[src/rtl/lc3b_types.sv]
// Shared LC-3b datapath types: control word, ID/EX pipeline entry, and the
// helper that strips side-effecting control bits from a bubble.
package lc3b_types;

    typedef logic [15:0] lc3b_word;

    typedef struct packed {
        logic [3:0] opcode;
        logic [1:0] aluop;
        logic [1:0] pcmux_sel;
        logic       alumux_sel;
        logic       load_regfile;
        logic       load_cc;
        logic       load_pc;
        logic       read_memory;
        logic       write_memory;
    } lc3b_control;

    typedef struct packed {
        lc3b_control ctrl;
        lc3b_word    pc;
        lc3b_word    ir;
        lc3b_word    sr1;
        lc3b_word    sr2;
        logic        valid;
    } idex_entry_t;

    // A bubble must never update architectural state or touch memory.
    function automatic lc3b_control sanitize_ctrl(input lc3b_control c);
        lc3b_control s;
        s              = c;
        s.load_regfile = 1'b0;
        s.load_cc      = 1'b0;
        s.load_pc      = 1'b0;
        s.read_memory  = 1'b0;
        s.write_memory = 1'b0;
        return s;
    endfunction

endpackage

[src/rtl/idex_perf_ctr.sv]
// Saturating event counter for the ID/EX stage; adds 0..3 per cycle.
module idex_perf_ctr #(
    parameter int W = 16
) (
    input  logic         clk,
    input  logic         reset,
    input  logic [1:0]   inc,
    output logic [W-1:0] cnt
);

    logic [W-1:0] cnt_q, cnt_d;
    logic [W:0]   sum;

    always_comb begin
        sum   = {1'b0, cnt_q} + (W+1)'(inc);
        cnt_d = sum[W] ? '1 : sum[W-1:0];
    end

    always_ff @(posedge clk or posedge reset) begin
        if (reset) cnt_q <= '0;
        else       cnt_q <= cnt_d;
    end

    assign cnt = cnt_q;

endmodule

[src/rtl/id_ex_stage.sv]
// ID/EX pipeline register built as a two-entry skid buffer with flush.
// Optional stall/kill counters are enabled by defining IDEX_PERF_EN.
module id_ex_stage
    import lc3b_types::*;
#(
    parameter int PERF_W = 16
) (
    input  logic        clk,
    input  logic        reset,
    input  logic        in_valid,
    output logic        in_ready,
    input  lc3b_control in_ctrl,
    input  lc3b_word    in_pc,
    input  lc3b_word    in_ir,
    input  lc3b_word    in_sr1,
    input  lc3b_word    in_sr2,
    output logic        out_valid,
    input  logic        out_ready,
    output lc3b_control out_ctrl,
    output lc3b_word    out_pc,
    output lc3b_word    out_ir,
    output lc3b_word    out_sr1,
    output lc3b_word    out_sr2,
    input  logic        flush
`ifdef IDEX_PERF_EN
    ,
    output logic [PERF_W-1:0] stall_cnt,
    output logic [PERF_W-1:0] kill_cnt
`endif
);

    idex_entry_t main_q, main_d;
    idex_entry_t skid_q, skid_d;
    idex_entry_t in_entry;
    logic        ready_q, ready_d;
    logic        accept, xfer;

    always_comb begin
        in_entry = '{ctrl: in_ctrl, pc: in_pc, ir: in_ir, sr1: in_sr1, sr2: in_sr2, valid: 1'b1};
        accept   = in_valid && ready_q;
        xfer     = main_q.valid && out_ready;
        main_d   = main_q;
        skid_d   = skid_q;
        if (flush) begin
            main_d.valid = 1'b0;
            skid_d.valid = 1'b0;
        end else if (!main_q.valid || xfer) begin
            // in_ready is low whenever skid is occupied, so skid and input never compete.
            if (skid_q.valid) begin
                main_d       = skid_q;
                skid_d.valid = 1'b0;
            end else if (accept) begin
                main_d = in_entry;
            end else begin
                main_d.valid = 1'b0;
            end
        end else if (accept) begin
            skid_d = in_entry;
        end
        ready_d = !skid_d.valid;
    end

    always_ff @(posedge clk or posedge reset) begin
        if (reset) begin
            main_q  <= '0;
            skid_q  <= '0;
            ready_q <= 1'b1;
        end else begin
            main_q  <= main_d;
            skid_q  <= skid_d;
            ready_q <= ready_d;
        end
    end

    assign in_ready  = ready_q;
    assign out_valid = main_q.valid;
    assign out_ctrl  = main_q.valid ? main_q.ctrl : sanitize_ctrl(main_q.ctrl);
    assign out_pc    = main_q.pc;
    assign out_ir    = main_q.ir;
    assign out_sr1   = main_q.sr1;
    assign out_sr2   = main_q.sr2;

`ifdef IDEX_PERF_EN
    logic [1:0] stall_inc, kill_inc;

    always_comb begin
        stall_inc = {1'b0, main_q.valid && !out_ready};
        kill_inc  = flush ? ({1'b0, main_q.valid} + {1'b0, skid_q.valid}) : 2'd0;
    end

    idex_perf_ctr #(.W(PERF_W)) u_stall_ctr (
        .clk   (clk),
        .reset (reset),
        .inc   (stall_inc),
        .cnt   (stall_cnt)
    );

    idex_perf_ctr #(.W(PERF_W)) u_kill_ctr (
        .clk   (clk),
        .reset (reset),
        .inc   (kill_inc),
        .cnt   (kill_cnt)
    );
`else
    // Counter width is meaningless without the counters; keep the parameter referenced.
    if (PERF_W < 1) begin : g_perf_w_unused
    end
`endif

endmodule

[config.mk]
export PLATFORM = sky130hd
export DESIGN_NAME = id_ex_stage
export DESIGN_NICKNAME = d
export VERILOG_FILES = /design/src/rtl/lc3b_types.sv /design/src/rtl/idex_perf_ctr.sv /design/src/rtl/id_ex_stage.sv
export SDC_FILE = /design/constraint.sdc
export NUM_CORES = 1
export LEC_CHECK = 0
export CAP_MARGIN = 20
export CORE_ASPECT_RATIO = 0.8
export CORE_MARGIN = 5
export CORE_UTILIZATION = 46
export DETAILED_ROUTE_END_ITERATION = 6
export PLACE_DENSITY_LB_ADDON = 0.2
export SLEW_MARGIN = 20
export SYNTH_ARGS = -nofsm -noshare
export SYNTH_HDL_FRONTEND = slang
export SYNTH_SLANG_ARGS = --single-unit
export TNS_END_PERCENT = 50
[constraint.sdc]
create_clock -name clk -period 5.27 [get_ports clk]
set_clock_uncertainty 0.15 [all_clocks]
set_input_delay 1.054 -clock clk [delete_from_list [all_inputs] [get_ports clk]]
set_output_delay 1.054 -clock clk [all_outputs]
set_load 0.05 [all_outputs]
Word-level counts from Yosys, hierarchy flattened. Cells that the tools add are included.

Bits in registers: 159. Output and inout bits: 80.

Multiplexer cells: 9. Bitwise operators: 2. Reductions and logical operators: 9.

Operator list (number): 79-bit two-way mux (1); 78-bit two-way mux (1); 1-bit two-way mux (6); 3-bit AND reduction (2); 5-bit two-way mux (1); 2-bit nonzero test (2); 1-bit logical AND (2); 1-bit logical NOT (2); 1-bit NOT (2); 1-bit logical OR (1).

Logic depth before layout (Yosys ltp).
Depth after elaboration: 5. Mapped depth: 6. Depth with buffers taken out: 3.

Worst setup path before layout. OpenSTA, ideal clock, no wires.

Path kind: in2reg. Start: input port out_ready. End: register skid_q[37] (netlist name). Setup time: 0.127 ns. Arrival time: 2.211 ns. Data required time: 4.993 ns. Path slack: 2.781 ns. Stages on the path: 5. Buffers on the path: 2. Cells stage by stage: or3b_4 -> nor2_8 -> buf_6 -> buf_8 -> mux2_1.

Longest elaborated chain between the ends: 4.

RTL lines: start, declared (RTL line id_ex_stage.sv:18) `input logic out_ready,`; 1-bit logical AND (RTL line id_ex_stage.sv:41) `xfer = main_q.valid && out_ready;`; 1-bit logical OR (RTL line id_ex_stage.sv:47) `end else if (!main_q.valid || xfer) begin`; 1-bit NOT (no source line); 3-bit AND reduction (no source line); end signal, assigned (RTL line id_ex_stage.sv:70) `skid_q <= skid_d;`; end, declared (RTL line id_ex_stage.sv:33) `idex_entry_t skid_q, skid_d;`.

Every way passes these cells. A chain may end at the register's enable or synchronous reset.

Final worst setup path.
Start: input port flush. End: register skid_q[24] (netlist name).

Longest elaborated chain between the ends: 2.

RTL lines: start, declared (RTL line id_ex_stage.sv:24) `input logic flush`; 1-bit NOT (no source line); 3-bit AND reduction (no source line).

Every way passes these cells.

==> impl_metrics.toml <==
[clocking]
clock_insertion_delay_worst_skew_ns = 0.42
cts-root-to-sink-buffers = 2
htree_num_levels = 4
cts_num_sinks = 159
post_cts_buffers = 0
cts_hold_buffers_added = 0
cts.clk_slew.worst_paths_ns = 0.06
clockRootBuffer = "sky130_fd_sc_hd__clkbuf_16"
tritoncts = "done"
number_of_cells_upsized_or_downsized_after_cts = 0
cts_made_buffers = 17

[layout]
postLayoutCoreUtil_pct = 58.75
final_layout_fill_cell_count = 1306
nNetsFinal = 677
layout.cells.most_common = "sky130_fd_sc_hd__mux2_2"
stdcell_area_sq_um = 9283
diodes = 0
multi_input_comb_area_sq_um = 2745
area_delta_synth_final_pct = 24.75
layout.cells.most_common_list = "194 x sky130_fd_sc_hd__mux2_2, 162 x sky130_fd_sc_hd__clkdlybuf4s50_1, 157 x sky130_fd_sc_hd__dfrtp_1, 40 x sky130_fd_sc_hd__mux2_1, 17 x sky130_fd_sc_hd__clkbuf_16"
drive_gt1_share_pct = 38.71
final_cell_count_no_fill = 822
regArea_sq_um = 3984

[setup_path]
critical_path_required_ns = 5.42
crit_path_max_incr_delay_ns = 0.58
setup.worst_path.start = "flush"
path_buf_inv = 2
setup.worst_path.start_class = "input port"
setup.worst_path.class = "in -> reg"
master_of_the_slowest_instance_on_the_critical_path = "sky130_fd_sc_hd__nor2_8"
timing.critical_path.cells = "clkdlybuf4s50_1, or3b_4, nor2_8, buf_4, mux2_2"
worst_setup_path_end_kind = "register"
cpLargestDelayFamily = "simple AND/OR/NAND/NOR gates"
worst_ep_arrival_time_ns = 3.48
r2r-start = "skid_q[0]$_DFF_PP0_"
r2r_setup_slack_ns = 2.11
critPathMaxFanout = 41

[drt]
drt.antenna.violating_nets = 0
wirelength_mm = 14.35
wire_length_per_cell_after_detailed_routing_um = 17.45
detail_route.drc_violations = 0
detailedRoute.firstIterationViolations = 128
vias_per_cell = 4.991
detail_route.first_pass.iterations = 4
num_vias = 4103

[sta]
count_of_endpoints_failing_setup_in_the_final_report = 0
worst_slew_margin_rel_pct = 27.37
setup_repair_after_global_routing_missed_its_margin = "false"
setup_slack_ns = 1.937
whs_ns = 0.3325
fin_crit_sh_pct = 63.25
finalHoldViolCount = 0
layout_min_cycle_time_ns = 3.333
fmaxAchievable_mhz = 300.0
report.final.slew_viol_count = 0
setup_tns_ns = 0
worst-slew-pin-transition_ns = 1.089

[grt]
grt_first_pass_wirelength_mm = 23.12
grt_usage_pct = 15.56
grt_pass1_vias = 4462
grt_start_max_net_pins = 160
grt_remaining_overflow = 0
antenna_found_initial = 0

[floorplan]
floorplan.core_area_sq_um = 15800
floorplan.die.width_um = 152.2
top_level_ports = 163
die_h_um = 123.8
initial_cell_density_of_the_core_pct = 47.09
rows = 41
die_area_sq_um = 18830

[power]
powerDensity_nw_per_um2 = 439.8
finalPower_mw = 4.082
vdd.ir_drop.worst_mv = 0.2230
p_leak_nw = 3.818

[synth]
syn-num-nets = 590
synth_area_per_cell_sq_um = 14.68
synth_cells = 507
syn_area_sq_um = 7441
ys.warnings.count = 0
synth.ff_latch_count = 159
synth_cell_types = 19
synth_seq_area_share_pct = 53.49

[place]
placed_cell_area_sq_um = 8673
placed_cells = 790
dpl_worst_slack_ns = 1.484
finalWeightedCongestion = 0.7213
detailed_placement_wirelength_estimate_mm = 9.411
place.port_buffers = 162

[worst_hold_path]
worstHoldPathType = "reg -> reg"
worstHoldStart = "skid_q[52]$_DFFE_PP0P_"

[status]
run_status = "completed"

[flow_run]
max_cap_violations = 0
==> layout make-up <==
type,instances,area share (%)
Multi-Input combinational cell,248,29.57
Sequential cell,159,42.92
Tap cell,215,2.898
Clock inverter,10,1.456
Inverter,2,0.1213
Timing Repair Buffer,166,17.93
Clock buffer,22,5.109
==> metal layers <==
| metal | up-vias | track usage [%] | share of wire, % |
|---|---|---|---|
| li1 | 1868 | - | - |
| met1 | 2128 | 19.69 | 45 |
| met2 | 97 | 25.64 | 49 |
| met3 | 10 | 5.419 | 5.4 |
| met4 | 0 | 4.548 | 0.86 |
| met5 | - | 0 | 0 |
==> synth_stat cells <==
cell type / number / share of area, %
sky130_fd_sc_hd__nor3_2: 1 / 0.13
sky130_fd_sc_hd__or3b_4: 1 / 0.15
sky130_fd_sc_hd__mux2_1: 40 / 6.1
sky130_fd_sc_hd__dfstp_2: 1 / 0.35
sky130_fd_sc_hd__buf_2: 7 / 0.47
sky130_fd_sc_hd__buf_6: 2 / 0.30
sky130_fd_sc_hd__nor2_8: 1 / 0.27
sky130_fd_sc_hd__mux2_2: 194 / 29
sky130_fd_sc_hd__or2_2: 1 / 0.084
sky130_fd_sc_hd__dfrtp_1: 158 / 53
sky130_fd_sc_hd__inv_1: 2 / 0.10
sky130_fd_sc_hd__nor2b_1: 1 / 0.084
sky130_fd_sc_hd__buf_8: 2 / 0.40
sky130_fd_sc_hd__a21oi_1: 1 / 0.067
sky130_fd_sc_hd__and2_1: 5 / 0.42
sky130_fd_sc_hd__buf_4: 80 / 8.1
sky130_fd_sc_hd__clkbuf_1: 7 / 0.35
sky130_fd_sc_hd__or3_1: 1 / 0.084
sky130_fd_sc_hd__nand2_1: 2 / 0.10
==> state kept, by name, indices dropped and copies added, names as in the netlist <==
name	count
out_sr2	16
out_pc	16
out_sr1	16
out_ir	16
in_ready	1
out_valid	1
skid_q	79
main_q	14
==> kinds of logic (layout without fill, tap and decap cells) <==
| family | after synthesis | in the layout | synth area share [%] |
|---|---|---|---|
| AOI/OAI and AO/OA | 1 | 1 | 0.06720 |
| buffers and inverters | 100 | 200 | 9.702 |
| DFF | 159 | 159 | 53.49 |
| muxes | 234 | 234 | 35.41 |
| and+or+nand+nor | 13 | 13 | 1.329 |
==> path summary, 6_finish.rpt <==
path,to,cells past startpoint
setup / recovery,skid_q[24]$_DFFE_PP0P_,5
hold / removal,skid_q[52]$_DFFE_PP0P_,1
setup reg to reg,out_sr1[11]$_DFFE_PP0P_,4
hold reg to reg,skid_q[52]$_DFFE_PP0P_,1
max in group asynchronous,skid_q[0]$_DFF_PP0_,3
min in group asynchronous,out_ir[7]$_DFFE_PP0P_,3
==> power by group <==
group / internal (mW) / switching (mW) / leakage [nW]
sequential: 1.52 / 0.156 / 1.91
clock: 0.781 / 0.481 / 0.288
combinational: 0.506 / 0.637 / 1.62
Note: power is estimated with default switching activity, not from simulation.
